--- config.mk ---
export PLATFORM = sky130hd
export DESIGN_NAME = cgra_run_sequencer
export DESIGN_NICKNAME = d
export VERILOG_FILES = /design/src/rtl/cgra_pkg.sv /design/src/rtl/cgra_run_sequencer.sv
export SDC_FILE = /design/constraint.sdc
export NUM_CORES = 1
export LEC_CHECK = 0
export CAP_MARGIN = 15
export CELL_PAD_IN_SITES_DETAIL_PLACEMENT = 1
export CELL_PAD_IN_SITES_GLOBAL_PLACEMENT = 1
export CORE_MARGIN = 2
export CORE_UTILIZATION = 40
export CTS_BUF_LIST = sky130_fd_sc_hd__clkbuf_2 sky130_fd_sc_hd__clkbuf_4 sky130_fd_sc_hd__clkbuf_8
export DETAILED_ROUTE_END_ITERATION = 8
export PLACE_DENSITY = 0.85
export SYNTH_ARGS = -nofsm -noshare
export SYNTH_HDL_FRONTEND = slang
export SYNTH_SLANG_ARGS = --single-unit
export TNS_END_PERCENT = 5
--- constraint.sdc ---
create_clock -name clk -period 1.91 [get_ports clk]
set_input_delay 0.382 -clock clk [delete_from_list [all_inputs] [get_ports clk]]
set_output_delay 0.382 -clock clk [all_outputs]
set_load 0.05 [all_outputs]
--- src/rtl/cgra_pkg.sv ---
// Shared types and constants for the mini-AIE run sequencer.
package cgra_pkg;

   localparam int unsigned NUM_TILES = 4;
   localparam int unsigned CFG_WORDS = 16;

   typedef enum logic [2:0] {
      StIdle,
      StLoad,
      StRunArg,
      StRun,
      StDrain,
      StDone
   } state_e;

   localparam logic [1:0] OP_LOAD  = 2'b00;
   localparam logic [1:0] OP_RUN   = 2'b01;
   localparam logic [1:0] OP_ABORT = 2'b10;
   localparam logic [1:0] OP_CLEAR = 2'b11;

endpackage

--- src/rtl/cgra_run_sequencer.sv ---
// Byte-command sequencer: loads per-tile config, runs the tile array for N steps,
// drains, then flags completion.
module cgra_run_sequencer #(
   parameter int unsigned NUM_TILES    = cgra_pkg::NUM_TILES,
   parameter int unsigned CFG_WORDS    = cgra_pkg::CFG_WORDS,
   parameter int unsigned DRAIN_CYCLES = 2
) (
   input  logic                         clk,
   input  logic                         rst,
   input  logic                         ena,
   input  logic                         cmd_valid,
   input  logic [7:0]                   cmd_data,
   output logic                         cmd_ready,
   output logic                         cfg_we,
   output logic [$clog2(NUM_TILES)-1:0] cfg_tile,
   output logic [$clog2(CFG_WORDS)-1:0] cfg_addr,
   output logic [7:0]                   cfg_wdata,
   output logic [NUM_TILES-1:0]         tile_en,
   output logic                         tile_step,
   output logic                         busy,
   output logic                         done,
   output logic                         err
);
   import cgra_pkg::*;

   localparam int unsigned TW     = $clog2(NUM_TILES);
   localparam int unsigned CFG_AW = $clog2(CFG_WORDS);

   state_e                state_q, state_d;
   logic [TW-1:0]         tile_q, tile_d;
   logic [CFG_AW-1:0]     addr_q, addr_d;
   logic [4:0]            rem_q, rem_d;
   logic [8:0]            cnt_q, cnt_d;
   logic [NUM_TILES-1:0]  loaded_q, loaded_d;
   logic                  cfg_we_q, cfg_we_d;
   logic [TW-1:0]         cfg_tile_q, cfg_tile_d;
   logic [CFG_AW-1:0]     cfg_addr_q, cfg_addr_d;
   logic [7:0]            cfg_wdata_q, cfg_wdata_d;
   logic [NUM_TILES-1:0]  tile_en_q, tile_en_d;
   logic                  tile_step_q, tile_step_d;
   logic                  busy_q, busy_d;
   logic                  done_q, done_d;
   logic                  err_q, err_d;

   logic [1:0] op;
   assign op = cmd_data[7:6];

   always_comb begin
      state_d     = state_q;
      tile_d      = tile_q;
      addr_d      = addr_q;
      rem_d       = rem_q;
      cnt_d       = cnt_q;
      loaded_d    = loaded_q;
      cfg_we_d    = cfg_we_q;
      cfg_tile_d  = cfg_tile_q;
      cfg_addr_d  = cfg_addr_q;
      cfg_wdata_d = cfg_wdata_q;
      tile_en_d   = tile_en_q;
      tile_step_d = tile_step_q;
      busy_d      = busy_q;
      done_d      = done_q;
      err_d       = err_q;
      // With ena low every register holds, so a pending write or step resumes intact.
      if (ena) begin
         cfg_we_d = 1'b0;
         unique case (state_q)
            StIdle, StDone: begin
               if (cmd_valid) begin
                  done_d  = 1'b0;
                  state_d = StIdle;
                  case (op)
                     OP_LOAD: begin
                        if (32'(cmd_data[5:4]) >= NUM_TILES) begin
                           err_d = 1'b1;
                        end else begin
                           state_d  = StLoad;
                           tile_d   = cmd_data[4 +: TW];
                           rem_d    = (cmd_data[3:0] == 4'd0) ? 5'd16 : {1'b0, cmd_data[3:0]};
                           addr_d   = '0;
                           loaded_d[cmd_data[4 +: TW]] = 1'b1;
                        end
                     end
                     OP_RUN:   state_d = StRunArg;
                     OP_CLEAR: begin
                        loaded_d = '0;
                        err_d    = 1'b0;
                     end
                     default: ;
                  endcase
               end
            end
            StLoad: begin
               if (cmd_valid) begin
                  cfg_we_d    = 1'b1;
                  cfg_tile_d  = tile_q;
                  cfg_addr_d  = addr_q;
                  cfg_wdata_d = cmd_data;
                  addr_d      = addr_q + CFG_AW'(1);
                  rem_d       = rem_q - 5'd1;
                  if (rem_q == 5'd1) state_d = StIdle;
               end
            end
            StRunArg: begin
               if (cmd_valid) begin
                  if (loaded_q == '0) begin
                     err_d   = 1'b1;
                     state_d = StIdle;
                  end else begin
                     cnt_d       = (cmd_data == 8'd0) ? 9'd256 : {1'b0, cmd_data};
                     state_d     = StRun;
                     tile_en_d   = loaded_q;
                     tile_step_d = 1'b1;
                  end
               end
            end
            StRun, StDrain: begin
               if (cmd_valid && op == OP_ABORT) begin
                  state_d     = StIdle;
                  tile_en_d   = '0;
                  tile_step_d = 1'b0;
               end else begin
                  if (cmd_valid) err_d = 1'b1;
                  // cnt_q counts remaining steps in RUN, remaining drain cycles in DRAIN.
                  if (cnt_q != 9'd1) begin
                     cnt_d = cnt_q - 9'd1;
                  end else if (state_q == StRun) begin
                     state_d     = StDrain;
                     tile_step_d = 1'b0;
                     cnt_d       = 9'(DRAIN_CYCLES);
                  end else begin
                     state_d   = StDone;
                     done_d    = 1'b1;
                     tile_en_d = '0;
                  end
               end
            end
            default: state_d = StIdle;
         endcase
         busy_d = (state_d == StLoad) || (state_d == StRunArg) ||
                  (state_d == StRun)  || (state_d == StDrain);
      end
   end

   always_ff @(posedge clk or posedge rst) begin
      if (rst) begin
         state_q     <= StIdle;
         tile_q      <= '0;
         addr_q      <= '0;
         rem_q       <= '0;
         cnt_q       <= '0;
         loaded_q    <= '0;
         cfg_we_q    <= 1'b0;
         cfg_tile_q  <= '0;
         cfg_addr_q  <= '0;
         cfg_wdata_q <= '0;
         tile_en_q   <= '0;
         tile_step_q <= 1'b0;
         busy_q      <= 1'b0;
         done_q      <= 1'b0;
         err_q       <= 1'b0;
      end else begin
         state_q     <= state_d;
         tile_q      <= tile_d;
         addr_q      <= addr_d;
         rem_q       <= rem_d;
         cnt_q       <= cnt_d;
         loaded_q    <= loaded_d;
         cfg_we_q    <= cfg_we_d;
         cfg_tile_q  <= cfg_tile_d;
         cfg_addr_q  <= cfg_addr_d;
         cfg_wdata_q <= cfg_wdata_d;
         tile_en_q   <= tile_en_d;
         tile_step_q <= tile_step_d;
         busy_q      <= busy_d;
         done_q      <= done_d;
         err_q       <= err_d;
      end
   end

   assign cmd_ready = ena & ~rst;
   assign cfg_we    = cfg_we_q & ena;
   assign tile_step = tile_step_q & ena;
   assign cfg_tile  = cfg_tile_q;
   assign cfg_addr  = cfg_addr_q;
   assign cfg_wdata = cfg_wdata_q;
   assign tile_en   = tile_en_q;
   assign busy      = busy_q;
   assign done      = done_q;
   assign err       = err_q;

endmodule
# Yosys cells after proc, flatten, opt, wreduce, memory -nomap -nowiden
# Index checks and enable logic that the tools add are counted.
# word_totals
regBits,50
# classes
n_eq_ne,29
bitwise_logic,5
order_cmp,2
n_reduce_logical,26
muxes,56
addsub,3
# op_table
operator,count
2-to-1 mux 9 bit,6
2-to-1 mux 4 bit,8
one-hot mux 4 bit (2 select lines),3
AND reduction 6 bit,4
2-to-1 mux 3 bit,7
2-to-1 mux 5 bit,4
2-to-1 mux 1 bit,19
inequality test 2 bit (second input constant),9
one-hot mux 9 bit (2 select lines),1
== test 3 x 2 -> 1 bit (second input constant),4
inequality test 3 bit (second input constant),4
one-hot mux 3 bit (4 select lines),1
one-hot mux 5 bit (2 select lines),1
== test 3 bit (second input constant),3
inequality test 9 x 1 -> 1 bit (second input constant),1
subtractor 9 x 1 -> 9 bit (second input constant),1
logical NOT 4 bit,2
logical NOT 8 bit,1
AND reduction 4 bit,2
AND reduction 8 bit,1
nonzero test 2 bit,4
== test 3 x 1 -> 1 bit (second input constant),2
== test 5 x 1 -> 1 bit (second input constant),1
AND reduction 5 bit,1
22 further kinds,31

# Depth between registers and ports, before layout
# Gate-level depths: netlist of run 1.
# logic_depth
ltp_word,10
depth_mapped,8

# Worst setup path after synthesis of run 1
# Ideal clock, no wire load.
# synth_timing
path_type,register to register
from,register cnt_q[4]
to,"register busy_q, in the netlist busy"
stages_incl_launch_ff,6
path_buffers,0
synth_period_minus_slack_ps,2085
arrival_time_ps,1944
t_required_ps,1768
setup_time_ps,142
path_slack_ps,-175
path_cell_list,dfrtp_1 -> or4_4 -> o32a_4 -> a311oi_2 -> and3b_1 -> o221ai_1
# synth_between
elab_chain_len,9
elab_cells_between_ends,12
# synth_lines
item,line,text
"start, declared",cgra_run_sequencer.sv:33,"logic [8:0] cnt_q, cnt_d;"
"start signal, assigned",cgra_run_sequencer.sv:167,cnt_q <= cnt_d;
inequality test 9 x 1 -> 1 bit (*),cgra_run_sequencer.sv:125,if (cnt_q != 9'd1) begin
2-to-1 mux 3 bit (*),cgra_run_sequencer.sv:125,
2-to-1 mux 3 bit (*),cgra_run_sequencer.sv:118,if (cmd_valid && op == OP_ABORT) begin
one-hot mux 3 bit (4 select lines) (*),cgra_run_sequencer.sv:67,unique case (state_q)
2-to-1 mux 3 bit (*),cgra_run_sequencer.sv:65,if (ena) begin
== test 3 x 1 -> 1 bit or == test 3 x 2 -> 1 bit (tied branches),cgra_run_sequencer.sv:140,busy_d = (state_d == StLoad) || (state_d == StRunArg) ||
logical OR 1 bit (2 in a row),cgra_run_sequencer.sv:140,
logical OR 1 bit (*),cgra_run_sequencer.sv:141,(state_d == StRun) || (state_d == StDrain);
"end signal, assigned",cgra_run_sequencer.sv:175,busy_q <= busy_d;
"end, declared",cgra_run_sequencer.sv:41,"logic busy_q, busy_d;"
# Every way passes the cells marked *; elsewhere a longest branch is shown, timed or not. The select of a mux whose other input is x is not followed.
# A chain may end at the register's enable or synchronous reset.

# Worst setup path after layout of run 1
# layout_timing
from,register cnt_q[1]
to,register cnt_q[6]
# layout_between
elab_chain_len,4
elab_cells_between_ends,7
# layout_lines
item,line
subtractor 9 x 1 -> 9 bit or inequality test 9 x 1 -> 1 bit (tied branches),"cgra_run_sequencer.sv:126, cgra_run_sequencer.sv:125"
2-to-1 mux 9 bit,cgra_run_sequencer.sv:125
2-to-1 mux 9 bit,cgra_run_sequencer.sv:118
one-hot mux 9 bit (2 select lines),cgra_run_sequencer.sv:67
# Several ways; a longest one is shown, not always the timed one. The select of a mux whose other input is x is not followed.

==> flow_summary_export.csv, run 1 <==
group,metric,value,unit
route,wl,9840,um
grt,grt_pass1_wl,16200,um
route,viasPerCell,5.63,
clocking,cts_tree,"done",
synth,synth_flop_cell,"dfrtp_1",
worst_setup_path,worst-r2r-setup-slack,-0.20,ns
sta,setup_viol,15,
pwr,peakVddDrop,1180,uV
sta,tightest_slew,0.532,ns
run,cap_violations,0,
synth,syn-cell-area,0.00284,mm2
synth,postSynth.asyncResetShare,100,%
floorplanning,die_width,88.3,um
synth,synth.top_cell.area_share,44.1,%
sta,clock_skew,0.00901,ns
grt,top_usage_layer,"met2",
sta,period_minus_slack,2.11,ns
floorplanning,ios,36,
pwr,cellPowerDensity,1520,mW/mm2
outcome,violations,"setup timing",
route,dr.pass1.iters,4,
grt,grt_start_max_net_pins,51,
grt,grt-ovfl-total,0,
worst_setup_path,crit_path_start_kind,"register",
worst_setup_path,worstReg2RegEnd,"cnt_q[6]",
floorplanning,die_y,88.3,um
sta,max_freq,473,MHz
layout,drive_above_1_share,33.9,%
sta,rsz0062_at_grt,"yes",
synth,synth.area.top_cells,"dfrtp_1, mux2_2, ha_1, nand2_1, inv_1",
route,wl_per_cell,19.9,um
route,vias,2782,
place,dpl_cell_area,0.00385,mm2
place,place_hpwl,6770,um
synth,synth_seq_cells,50,
synth,ys_top_cells_by_count,"dfrtp_1, nand2_1, inv_1",
clocking,clock_path_buffers,2,
synth,ys_seq_area_share,44.1,%
sta,setup_slack,-0.204,ns
sta,hold_viol_final,0,
grt,grtUsageMet1,34.1,%
worst_setup_path,reg2reg_from,"cnt_q[1]",
worst_setup_path,crit_path_max_incr_delay,0.41,ns
grt,grt_pass1_vias,3126,
route,ant_nets,0,
synth,synth-edff-count,0,
layout,final_cells,494,
layout,fin_nets,418,
sta,drv_slew,0,
sta,whs,0.471,ns
layout,stdcell_area,0.00411,mm2
route,remaining_drc_errors,0,
synth,yosysWarningCount,0,
clocking,clock_latency,0.32,ns
worst_setup_path,arrival,2.33,ns
synth,synthCells,295,
min_path,hold_class,"primary input to async pin",
synth,avgSynthCellArea,9.63,um2
clocking,cts_sinks,50,
clocking,clk_pin_slew,0.10,ns
worst_setup_path,crit_chain,"inv_2, ha_4, or3b_4, o32a_4, buf_12, and4_1, a31oi_1, o2bb2ai_1",
worst_setup_path,cpMaxStageDelayCell,"dfrtp_1",
layout,diodes,0,
clocking,cts_root_buffer,"clkbuf_8",
pwr,power_leakage,1.89,nW
worst_setup_path,critical_path_required,2.12,ns
sta,timing.final.crit_share,111,%
synth,synth.distinct_cells,55,
synth,synth_fp_nets,316,
worst_setup_path,worstSetupPathType,"register to register",
place,place.gp.congestion,0.914,
floorplanning,start_util,41.6,%
grt,grt_antenna_before_repair,0,
worst_setup_path,r2r_cells,8,
clocking,cts_max_level,2,
grt,track_usage,27.1,%
clocking,numCtsBuffers,5,
grt,use_met2,47.9,%
layout,syn_to_final_growth,44.8,%
route,drt_iter0_drc,97,
synth,yosysMostFrequentCell,"dfrtp_1",
floorplanning,die_area,0.00779,mm2
sta,slew_headroom,64.5,%
layout,nFillCells,775,
worst_setup_path,critPathMaxFanout,9,
outcome,status,"finished, violations left",
floorplanning,core_area,0.00683,mm2
grt,grt_util_met3,3.92,%
place,numPortBuffers,35,
place,placed_cells,481,
worst_setup_path,endpoint_kind,"register",
synth,synth_top_cell_by_area,"dfrtp_1",
floorplanning,placementRows,30,
## power breakdown
group | switching (mW) | internal, mW | leakage [nW] | total [mW]
clock | 0.396 | 0.281 | 0.0492 | 0.677
combinational | 2.10 | 1.58 | 1.21 | 3.69
sequential | 0.391 | 1.50 | 0.633 | 1.89
total | 2.89 | 3.36 | 1.89 | 6.25
## critical path: cells and delay by family (launching register included)
family,cells,cell delay [ns]
compound gates,3,0.63
simple gates,2,0.60
flops,1,0.41
buf+inv,2,0.24
fa+ha+maj,1,0.12
## kinds of logic (layout without fill, tap and decap cells)
logic type / after synthesis / in the layout / share of synthesized area [%]
AND/OR/NAND/NOR: 102 / 102 / 19.5
flip-flops: 50 / 50 / 44.1
XOR/XNOR: 3 / 3 / 0.925
multiplexers: 23 / 23 / 8.90
AO/OA/AOI/OAI: 72 / 72 / 17.7
buffers and inverters: 36 / 139 / 4.93
adder cells (fa/ha/maj): 9 / 9 / 3.96
## metrics by stage
step                TNS, ns  power, mW  setup WS, ns  util (%)
floorplan            -0.737       3.82        -0.102         -
CTS                  -0.962       6.20        -0.184      59.7
global route          -2.85       6.60        -0.280      60.2
finish                -1.27       6.25        -0.204      60.2
detailed placement   -12.87       5.25        -0.398      56.4
global placement     -10.15       5.09        -0.287      56.4
## final cells by class
class,instances,area (um2),area share (%)
multi-input cells,209,1590,38.6
flip-flops and latches,50,1250,30.5
repair buffers,110,977,23.8
well taps,96,120,2.92
inverters,21,78.8,1.92
clock buffers,6,76.3,1.86
clock inverters,2,17.5,0.426
## flip-flops by register name, summed over array words and instances, names as in the netlist
| name | flops |
|---|---|
| busy | 1 |
| err | 1 |
| done | 1 |
| addr_q | 4 |
| tile_en | 4 |
| tile_q | 2 |
| cnt_q | 9 |
| cfg_addr | 4 |
| rem_q | 5 |
| cfg_we_q | 1 |
| cfg_wdata | 8 |
| cfg_tile | 2 |
| state_q | 3 |
| tile_step_q | 1 |
| loaded_q | 4 |
## cells in the final DEF, fill, tap and decap left out, drive strengths merged, types with 5 or more instances in the layout
master         instances
dfrtp                 50
ha                     9
nand2                 27
o21ai                 18
inv                   22
nor4                   7
o2bb2ai                7
clkbuf                 6
clkdlybuf4s50         18
nor2                  21
dlymetal6s2s           5
mux2i                  5
mux2                  18
nor3                   6
nand3                  9
buf                   85
a21oi                 16
## worst max-delay path by stage
stage / from / endpoint / slack (ns)
after CTS: cnt_q[4] / cnt_q[6] / -0.18
after global routing: cnt_q[1] / cnt_q[6] / -0.28
after global placement: cmd_data[7] / cnt_q[0] / -0.29
after floorplan: cnt_q[1] / busy / -0.10
final: cnt_q[1] / cnt_q[6] / -0.20
after detailed placement: cmd_data[7] / busy / -0.40
## routing by layer
metal,up-vias,routed length (um)
met5,-,0
met4,0,257
met3,22,290
met2,64,5120
met1,1428,4170
li1,1268,-
## what timing repair did
action,CTS,global route
hold buffers,0,0
buffers inserted,5,0
gates cloned,0,0
pin swaps,7,1
gates resized for setup,20,12
endpoints found under the setup margin,43,28
Power figures use the tool's default switching activity.
==> inputs of run 2 (changes only) <==
CORE_UTILIZATION = 44   (was 40)
PLACE_DENSITY = 0.89   (was 0.85)
TNS_END_PERCENT = default   (was 5)
clock period = 2.3 ns   (was 1.91 ns; I/O delays follow)
==> flow_summary_export.csv, run 2 (synthesized netlist as in run 1, its figures left out) <==
group,metric,value,unit
outcome,status,"complete, no violations",
sta,tightest_slew,0.940,ns
grt,grt_pass1_vias,2853,
place,place.gp.congestion,0.892,
worst_setup_path,arrival,2.45,ns
grt,grt_pass1_wl,15100,um
grt,grt_start_max_net_pins,34,
clocking,cts_tree,"done",
clocking,numCtsBuffers,5,
pwr,clock_power_share,13.4,%
layout,top_register,"cnt_q",
pwr,peakVddDrop,974,uV
pwr,p_sw,2.22,mW
run,cap_violations,0,
place,numPortBuffers,35,
sta,whs,0.487,ns
worst_setup_path,critical_path_required,2.49,ns
layout,largest_reg_flops,9,
sta,hold_viol_final,0,
route,dr.pass1.iters,4,
pwr,power_leakage,1.66,nW
layout,layout_common_cells,"dfrtp_1, buf_4, clkdlybuf4s50_1",
floorplanning,placementRows,29,
route,wl,9120,um
clocking,cts_sinks,50,
grt,grt_antenna_before_repair,0,
place,dpl_cell_area,0.00362,mm2
min_path,hold_class,"primary input to async pin",
clocking,clock_path_buffers,2,
route,drt_iter0_drc,193,
floorplanning,ios,36,
sta,slew_headroom,36.8,%
route,remaining_drc_errors,0,
layout,stdcell_area,0.00375,mm2
worst_setup_path,endpoint_kind,"register",
clocking,cts_root_buffer,"clkbuf_8",
layout,nFillCells,726,
layout,syn_to_final_growth,32.1,%
floorplanning,die_area,0.00711,mm2
pwr,intPower,2.64,mW
sta,clock_skew,0.0111,ns
layout,fin_nets,389,
sta,max_freq,444,MHz
route,viasPerCell,5.95,
worst_setup_path,worstSetupPathType,"register to register",
grt,track_usage,26.9,%
sta,period_minus_slack,2.25,ns
layout,final_common_cell,"dfrtp_1",
layout,final_util,59.4,%
sta,drv_slew,0,
worst_setup_path,crit_path_start_kind,"register",
route,wl_per_cell,20.5,um
pwr,p_sw_share,45.7,%
pwr,p_seq_share,32.0,%
clocking,clock_latency,0.31,ns
layout,drive_above_1_share,21.1,%
layout,diodes,0,
route,vias,2654,
pwr,cellPowerDensity,1300,mW/mm2
sta,setup_viol,0,
clocking,cts_max_level,2,
floorplanning,die_y,84.3,um
grt,grt-ovfl-total,0,
clocking,clk_pin_slew,0.11,ns
floorplanning,core_area,0.00631,mm2
floorplanning,die_width,84.3,um
place,place_hpwl,6710,um
worst_setup_path,critPathMaxFanout,13,
route,ant_nets,0,
floorplanning,start_util,45.0,%
sta,timing.final.crit_share,97.9,%
pwr,pwr-share-comb,54.6,%
-- run 2: changes by cell type in the layout (fill, tap and decap cells not counted), sizes merged --
cell / previous run / this run
buf: 85 / 49
dlygate4sd2: 2 / 0
bufinv: 0 / 1
clkbuf: 6 / 5
clkdlybuf4s50: 18 / 32
dlymetal6s2s: 5 / 0
-- run 2: final timing paths --
kind / slack (ns) / end / cells after the start / startpoint
worst max register to register: 0.05 / cnt_q[6] / 8 / cnt_q[1]
min in group clk: 0.49 / cfg_we_q / 1 / cfg_we_q
max in group asynchronous: 1.28 / cfg_addr[3] / 3 / rst
worst min register to register: 0.49 / cfg_we_q / 1 / cfg_we_q
worst max-delay path: 0.05 / cnt_q[6] / 8 / cnt_q[1]
worst min-delay path: 0.49 / cfg_we_q / 2 / rst
-- run 2: critical path: stages (launching register included) --
cell and delay (ns):
dfrtp_1 0.42, inv_1 0.11, ha_1 0.17, or3b_4 0.40, o32a_4 0.34, buf_4 0.20, and4_1 0.21, a31oi_1 0.19
o2bb2ai_1 0.09
-- run 2: cell type report --
type / count / area (um2) / share of cell area (%)
multi-input cells: 209 / 1460 / 39.0
inverters: 21 / 78.8 / 2.10
flip-flops and latches: 50 / 1250 / 33.3
clock inverters: 3 / 43.8 / 1.17
repair buffers: 81 / 751 / 20.0
well taps: 77 / 96.3 / 2.57
clock buffers: 5 / 68.8 / 1.83
-- run 2: power groups by stage --
stage | Combinational [mW] | Sequential (mW) | Clock (mW)
3_5_place_dp | 2.57 | 1.57 | 0
3_3_place_gp | 2.45 | 1.54 | 0
5_1_grt | 2.85 | 1.61 | 0.686
2_1_floorplan | 1.14 | 1.99 | 0
6_report | 2.66 | 1.56 | 0.651
4_1_cts | 2.62 | 1.56 | 0.655
-- run 2: what timing repair did --
action / in CTS / in global routing
setup buffers: 0 / 1
endpoints found under the setup margin: 0 / 3
hold buffers: 0 / 0
gates resized for setup: 0 / 2
-- run 2: layer usage --
metal	up-vias	global-route usage, %	share of wire [%]
met5	-	0	0
met4	0	5.19	1.3
met3	15	4.13	4.6
met2	69	50.1	54
met1	1354	33.1	40
li1	1216	-	-
-- run 2: through the flow --
step	setup TNS (ns)	power, mW	instances	worst slack (ns)
4_1_cts	0	4.83	445	0.0524
5_1_grt	-0.0150	5.15	446	-0.0150
3_5_place_dp	-0.153	4.14	437	-0.0456
2_1_floorplan	0	3.14	295	0.215
3_3_place_gp	0	3.99	437	0.0269
6_report	0	4.87	446	0.0477
